`src/rtl/gb_wr_ctrl.sv`:
```
// Write-side controller for the global-buffer bank ring: packs 2^PORT_SEP input
// beats per SRAM word, fills the current bank and hands full banks to the reader.
module gb_wr_ctrl #(
    parameter int SRAM_ADDRWIDTH = 9,
    parameter int DATA_WIDTH     = 8,
    parameter int PORT_SEP       = 1
) (
    input  logic                                clk,
    input  logic                                rst_n,
    input  logic                                start,
    input  logic [3:0]                          SRAM_num,
    input  logic [SRAM_ADDRWIDTH-1:0]           Word_num,
    input  logic                                IFSRAM_val,
    input  logic [DATA_WIDTH-1:0]               IFSRAM_data,
    output logic                                SRAMIF_rdy,
    output logic                                write_en,
    output logic [SRAM_ADDRWIDTH-1:0]           addr_Wr,
    output logic [(DATA_WIDTH<<PORT_SEP)-1:0]   wr_data,
    output logic [3:0]                          Wr_ID,
    output logic                                write_SRAM_done,
    input  logic                                read_SRAM_done,
    input  logic                                pull_back,
    output logic                                SRAM_prepare,
    output logic [3:0]                          next_Rd_ID
);

    localparam int BEATS  = 1 << PORT_SEP;
    localparam int WORD_W = DATA_WIDTH * BEATS;

    typedef enum logic [1:0] {
        WR_IDLE  = 2'b00,
        WR_WRITE = 2'b01,
        WR_FLUSH = 2'b11
    } wr_state_t;

    wr_state_t                  r_state;
    wr_state_t                  w_state_next;

    logic [PORT_SEP-1:0]        r_cnt_t;
    logic [SRAM_ADDRWIDTH-1:0]  r_addr_cnt;
    logic [WORD_W-1:0]          r_pack;
    logic [WORD_W-1:0]          w_pack_next;
    logic [15:0]                r_full;
    logic [15:0]                w_full_next;
    logic [3:0]                 r_wr_id;
    logic [3:0]                 r_rd_id;
    logic                       r_write_en;
    logic                       r_write_done;
    logic [SRAM_ADDRWIDTH-1:0]  r_addr_wr;
    logic [WORD_W-1:0]          r_wr_data;

    logic [3:0]                 w_last_bank;
    logic [SRAM_ADDRWIDTH-1:0]  w_last_addr;
    logic                       w_accept;
    logic                       w_word_done;
    logic                       w_bank_done;
    logic                       w_rd_event;

    function automatic logic [3:0] ringNext(input logic [3:0] id, input logic [3:0] last);
        return (id == last) ? 4'd0 : id + 4'd1;
    endfunction

    // SRAM_num of 0 behaves as a one-bank ring; Word_num of 0 wraps to all-ones.
    assign w_last_bank = (SRAM_num == 4'd0) ? 4'd0 : SRAM_num - 4'd1;
    assign w_last_addr = Word_num - SRAM_ADDRWIDTH'(1);

    assign w_accept    = IFSRAM_val & (r_state == WR_WRITE);
    assign w_word_done = w_accept & (&r_cnt_t);
    assign w_bank_done = w_word_done & (r_addr_cnt == w_last_addr);
    assign w_rd_event  = read_SRAM_done | pull_back;

    assign SRAMIF_rdy      = (r_state == WR_WRITE);
    assign write_en        = r_write_en;
    assign addr_Wr         = r_addr_wr;
    assign wr_data         = r_wr_data;
    assign Wr_ID           = r_wr_id;
    assign write_SRAM_done = r_write_done;
    assign SRAM_prepare    = r_full[r_rd_id];
    assign next_Rd_ID      = r_rd_id;

    always_comb begin
        w_pack_next = r_pack;
        for (int k = 0; k < BEATS; k++) begin
            if (r_cnt_t == PORT_SEP'(k)) begin
                w_pack_next[k*DATA_WIDTH +: DATA_WIDTH] = IFSRAM_data;
            end
        end
    end

    // Reader clear and writer set never hit the same bank, so their order is irrelevant.
    always_comb begin
        w_full_next = r_full;
        if (w_rd_event) begin
            w_full_next[r_rd_id] = 1'b0;
        end
        if (r_write_done) begin
            w_full_next[r_wr_id] = 1'b1;
        end
    end

    always_comb begin
        w_state_next = r_state;
        if (start) begin
            w_state_next = WR_IDLE;
        end else begin
            case (r_state)
                WR_IDLE:  if (!r_full[r_wr_id]) w_state_next = WR_WRITE;
                WR_WRITE: if (w_bank_done)      w_state_next = WR_FLUSH;
                WR_FLUSH: w_state_next = WR_IDLE;
                default:  w_state_next = WR_IDLE;
            endcase
        end
    end

    always_ff @(posedge clk or negedge rst_n) begin
        if (!rst_n) begin
            r_state <= WR_IDLE;
        end else begin
            r_state <= w_state_next;
        end
    end

    always_ff @(posedge clk or negedge rst_n) begin
        if (!rst_n) begin
            r_cnt_t    <= '0;
            r_addr_cnt <= '0;
            r_pack     <= '0;
        end else if (start) begin
            r_cnt_t    <= '0;
            r_addr_cnt <= '0;
            r_pack     <= '0;
        end else begin
            if (w_accept) begin
                r_cnt_t <= r_cnt_t + PORT_SEP'(1);
                r_pack  <= w_pack_next;
            end
            if (w_word_done) begin
                r_addr_cnt <= (r_addr_cnt == w_last_addr) ? '0 : r_addr_cnt + SRAM_ADDRWIDTH'(1);
            end
        end
    end

    // A word completed in a start cycle is dropped along with everything else.
    always_ff @(posedge clk or negedge rst_n) begin
        if (!rst_n) begin
            r_write_en   <= 1'b0;
            r_write_done <= 1'b0;
            r_addr_wr    <= '0;
            r_wr_data    <= '0;
        end else if (start) begin
            r_write_en   <= 1'b0;
            r_write_done <= 1'b0;
            r_addr_wr    <= '0;
            r_wr_data    <= '0;
        end else begin
            r_write_en   <= w_word_done;
            r_write_done <= w_bank_done;
            if (w_word_done) begin
                r_addr_wr <= r_addr_cnt;
                r_wr_data <= w_pack_next;
            end
        end
    end

    always_ff @(posedge clk or negedge rst_n) begin
        if (!rst_n) begin
            r_full  <= '0;
            r_wr_id <= '0;
            r_rd_id <= '0;
        end else if (start) begin
            r_full  <= '0;
            r_wr_id <= '0;
            r_rd_id <= '0;
        end else begin
            r_full <= w_full_next;
            if (r_write_done) begin
                r_wr_id <= ringNext(r_wr_id, w_last_bank);
            end
            if (w_rd_event) begin
                r_rd_id <= ringNext(r_rd_id, w_last_bank);
            end
        end
    end

endmodule

```
`config.mk`:
```
export PLATFORM = sky130hd
export DESIGN_NAME = gb_wr_ctrl
export DESIGN_NICKNAME = d
export VERILOG_FILES = /design/src/rtl/gb_wr_ctrl.sv
export SDC_FILE = /design/constraint.sdc
export NUM_CORES = 1
export LEC_CHECK = 0
export ABC_CLOCK_PERIOD_IN_PS = 2250
export CAP_MARGIN = 0
export CORE_MARGIN = 2
export CORE_UTILIZATION = 43
export DETAILED_ROUTE_END_ITERATION = 8
export HOLD_SLACK_MARGIN = 0.06
export PLACE_DENSITY = 0.78
export SYNTH_ARGS = -nofsm -noshare
export SYNTH_HDL_FRONTEND = slang
export SYNTH_SLANG_ARGS = --single-unit
```
`constraint.sdc`:
```
create_clock -name clk -period 2.25 [get_ports clk]
set_input_delay 0.45 -clock clk [delete_from_list [all_inputs] [get_ports clk]]
set_output_delay 0.45 -clock clk [all_outputs]
set_load 0.02 [all_outputs]
```
* Yosys cells after proc, flatten, opt, wreduce, memory -nomap -nowiden
Cells that the tools add are included.
Storage, ports and cells: latch bits 0, memory bits (writable) 0, memories kept 0, flip-flop bits (word level) 79, input bits 27, logic and storage cells 80, bits in read-only memories 0
Cells by class: reduce and logical (&&, ||, !) cells 9, add/subtract/negate cells 6, bitwise logic cells 7, shifts and indexed selects 0, div/mod/pow operators 0, equal/unequal tests 6, $mul 0, order comparisons 4, muxes and demuxes 37
Operator list (number):
- $mux 16 | 7
- $mux 9 | 5
- $mux 4 | 7
- $and 16x16->16 | 1
- $mux 8 | 2
- $not 16->16 | 1
- $or 16x16->16 | 1
- $lt 4x5->1 const B | 2
- $add 9x1->9 const B | 1
- $eq 9x9->1 | 1
- $sub 9x1->9 const B | 1
- $add 4x1->4 const B | 2
- $bmux 1 s4 | 2
- $demux 1 s4 | 2
- $eq 4x4->1 | 2
- $ge 4x1->1 const B | 2
- $mux 1 | 8
- $reduce_bool 2->1 | 4
- $mux 2 | 3
- $logic_not 4->1 | 1
- $pmux 2 s2 | 1
- $sub 4x1->4 const B | 1
- $and 1x1->1 | 3
- $ne 3x2->1 const B | 1
- 7 further kinds | 8

* Longest topological paths before layout
depth in word-level cells 10, depth in mapped cells 9, mapped depth without buffers 8

* Worst setup path after synthesis
OpenSTA, ideal clock, no wires.
kind register to output, from register r_rd_id[1] (netlist: next_Rd_ID[1]), to output port SRAM_prepare, path slack -0.088 ns, required time 1.800 ns, arrival time 1.888 ns, cell stages (with the launch flop) 4, path through dfrtp_1 clkbuf_1 mux4_2 mux4_2
On the way: cells in the longest elaborated chain, start to end 2
Ends and longest elaborated chain:
- from (decl) | RTL line 46 | logic [3:0] r_rd_id;
- from (signal assigned) | RTL line 180 | r_rd_id <= ringNext(r_rd_id, w_last_bank);
- $bmux 1 s4 | RTL line 78 | assign SRAM_prepare = r_full[r_rd_id];
- $mux 1 (not written as such) | RTL line 78
- to (decl) | RTL line 23 | output logic SRAM_prepare,
Every way passes these cells. The select of a mux whose other input is x is not followed.

* Worst setup path in the final report
from register r_rd_id[0] (netlist: next_Rd_ID[0]), to output port SRAM_prepare
Same word-level chain as after synthesis.

==> impl_results.md <==
* Status: complete, but fails checks
* Failing checks: negative setup slack
* Commonest non-fill, non-tap cells in the layout: nand2_1, dfrtp_1, a21oi_1
* Synthesized area per cell at 8.84 µm²
* HPWL after DPL at between 7 and 8 mm
* Hold Path Class: input pin to asynchronous set/reset pin
* Combinational Power Share at 0.139
* Vias per cell at between 5 and 6
* Pwr Density at roughly 510 nW/µm²
* DRT antenna net count at 0
* GP Congestion at between 0.8 and 0.9
* Worst-Margin Slew at 449 ps
* Relative slew slack at 0.701
* Reg power frac at 0.485
* GR Overflow Total at 0
* FF+latch area at 1780 µm²
* Commonest non-fill, non-tap cell in the layout: nand2_1
* Synthesis Warnings at 0
* Leakage at between 0.002 and 0.0025 µW
* Area of the core at 8810 µm²
* Layout cells sized above 1 at 0.179
* Tmin final at around 2400 ps
* Area Growth Syn to Fin at 33.9%
* Routed length per placed instance at ~16 µm
* Final Hold Viols at 0
* Critical path type: register to output port
* H-tree depth reported by CTS at 3
* Clk sinks at 71
* Worst path required time at 1800 ps
* Setup Viol. Count Final at 1
* Design Power at 2700 µW
* Max Freq at 416 MHz
* Crit start category: register
* Multi-input gate area at 2100 µm²
* FILL cells at 720
* Detailed Routing Iterations Pass 1 at 4
* Die W at 99.7 µm
* RSZ-0062 raised after global routing: true
* Setup crit end kind: output port
* Synth Flop Type: dfrtp_1
* Crit path from: next_Rd_ID[0]
* DR iter-0 viols at 213
* # IOs at 64
* DRC viols at 0
* Internal power at 2000 µW
* Clk slew on worst S/H paths at 80 ps
* Sw Ratio at 0.258
* Post-synth EDFFs at 0
* Pin count of the biggest net entering global routing at 72
* Final period utilization at 1.07
* Max Fanout on Critical Path at 4
* Fin worst setup slack at -154 ps
* Final net count at between 500 and 600
* Num CTS Buffers at 9
* Gate Count Post-Synth at 445
* Row count at 34
* First-pass GRT wire length at 16.8 mm
* Clock Root Buffer: clkbuf_8
* Post-layout util at 0.598
* Clock Latency Late Sink at 350 ps
* Async set or reset register ratio after synthesis at 1.00
* Antenna cells at 0
* Mapped Nets at 482
* Port bufs at 63
* CTS Hold Bufs at 0
* Max-slew violations at 0
* CTS tree: done
* Vias in the first global route at 3597
* Total GRT Usage at 0.211
* Clock share of power at 0.376
* Initial core utilization at 0.447
* Critical Path AT at 1950 ps
* DRT Wirelength at about 10 mm
* Total of max-cap violations at 0
* Library cells used by synthesis at 47
* Sw power at approximately 700 µW
* Skew final at 6.88 ps
* Initial antenna violation count at 0
* Die ar. at ~9900 µm²
* Via count at roughly 3600
* Register area share after synthesis at 0.452
* Peak supply drop at 0.309 mV
* Reg2reg start: r_addr_cnt[3]
* Die Y at 99.7 µm
* Flops & latches, synth at 71
* Synth Cell Area at 3940 µm²
* Clock Tree Buf Depth at 2
[final timing paths]
path                       slack (ps)             to  cells past startpoint
setup / recovery                 -150   SRAM_prepare                      3
hold / removal                    110     addr_Wr[4]                      2
setup reg to reg                  220  r_addr_cnt[3]                      6
hold reg to reg                   470     r_state[0]                      1
max in group asynchronous        1800  next_Rd_ID[0]                      2
min in group clk                  470     r_state[0]                      1
[sequential cells by signal, summed over array words and instances (netlist names), 2 cells and up]
register	flops
wr_data	16
next_Rd_ID	4
r_state	2
r_pack	8
addr_Wr	9
r_addr_cnt	9
Wr_ID	4
r_full	16
[critical path: stages, from the launching register on]
cell	delay, ps
dfrtp_2	450
mux4_2	530
mux4_2	480
buf_6	150
[power groups by stage]
| stage | Clock [µW] | Sequential, µW | Combinational, µW |
|---|---|---|---|
| 3_5_place_dp | 0 | 1330 | 353 |
| 2_1_floorplan | 0 | 1340 | 164 |
| 5_1_grt | 1100 | 1310 | 410 |
| 3_3_place_gp | 0 | 1330 | 343 |
| 4_1_cts | 1030 | 1310 | 361 |
| 6_report | 1020 | 1310 | 375 |
[metal layers]
layer,share of wire,global-route usage,up-vias
met5,0,0,-
met4,0.029,0.103,0
met3,0.053,0.0401,31
met2,0.48,0.336,121
met1,0.44,0.278,1780
li1,-,-,1710
[through the flow]
stage / std cells / setup TNS (ps) / cell area (µm²) / setup WS, ps / hold WS (ps)
3_5_place_dp: 632 / -5430 / 4940 / -474 / 437
6_report: 649 / -154 / 5270 / -154 / 106
2_1_floorplan: 445 / 0 / 3940 / 30.8 / 154
4_1_cts: 648 / -158 / 5180 / -158 / 131
5_1_grt: 649 / -199 / 5270 / -199 / 147
3_3_place_gp: 632 / -4380 / 4940 / -437 / 427
[kinds of logic (layout without fill, tap and decap cells)]
logic type | Yosys count | in the layout | share of synthesized area
flip-flops | 71 | 71 | 0.452
multiplexers | 12 | 12 | 0.0623
buffers and inverters | 40 | 136 | 0.0382
XOR/XNOR | 21 | 21 | 0.0467
adder cells (fa/ha/maj) | 10 | 10 | 0.0318
AO/OA/AOI/OAI | 106 | 106 | 0.158
AND/OR/NAND/NOR | 185 | 185 | 0.212
[Yosys cell counts, types with 8 or more instances]
master	n	area, µm²
xnor2_1	12	105
inv_1	9	33.8
a21oi_1	59	295
xor2_1	9	78.8
dfrtp_1	71	1780
mux4_2	10	225
o21ai_0	25	125
nor3_1	9	45.0
clkbuf_1	26	97.6
nor2_1	22	82.6
nand3_1	8	40.0
ha_1	10	125
nand2_1	107	402
[area by class of cell]
| cell class | instances | share of cell area |
|---|---|---|
| clock buffer | 11 | 0.0268 |
| tap | 108 | 0.0256 |
| timing repair buffer | 111 | 0.194 |
| sequential | 71 | 0.337 |
| clock inverter | 5 | 0.0107 |
| multi-input combinational | 334 | 0.399 |
| inverter | 9 | 0.00641 |
[repair_timing]
| item | CTS | global route |
|---|---|---|
| pin swaps | 5 | 10 |
| resized for setup | 19 | 15 |
| setup buffers | 0 | 1 |
| endpoints found under the setup margin | 11 | 13 |
(Power assumes the default switching activity.)
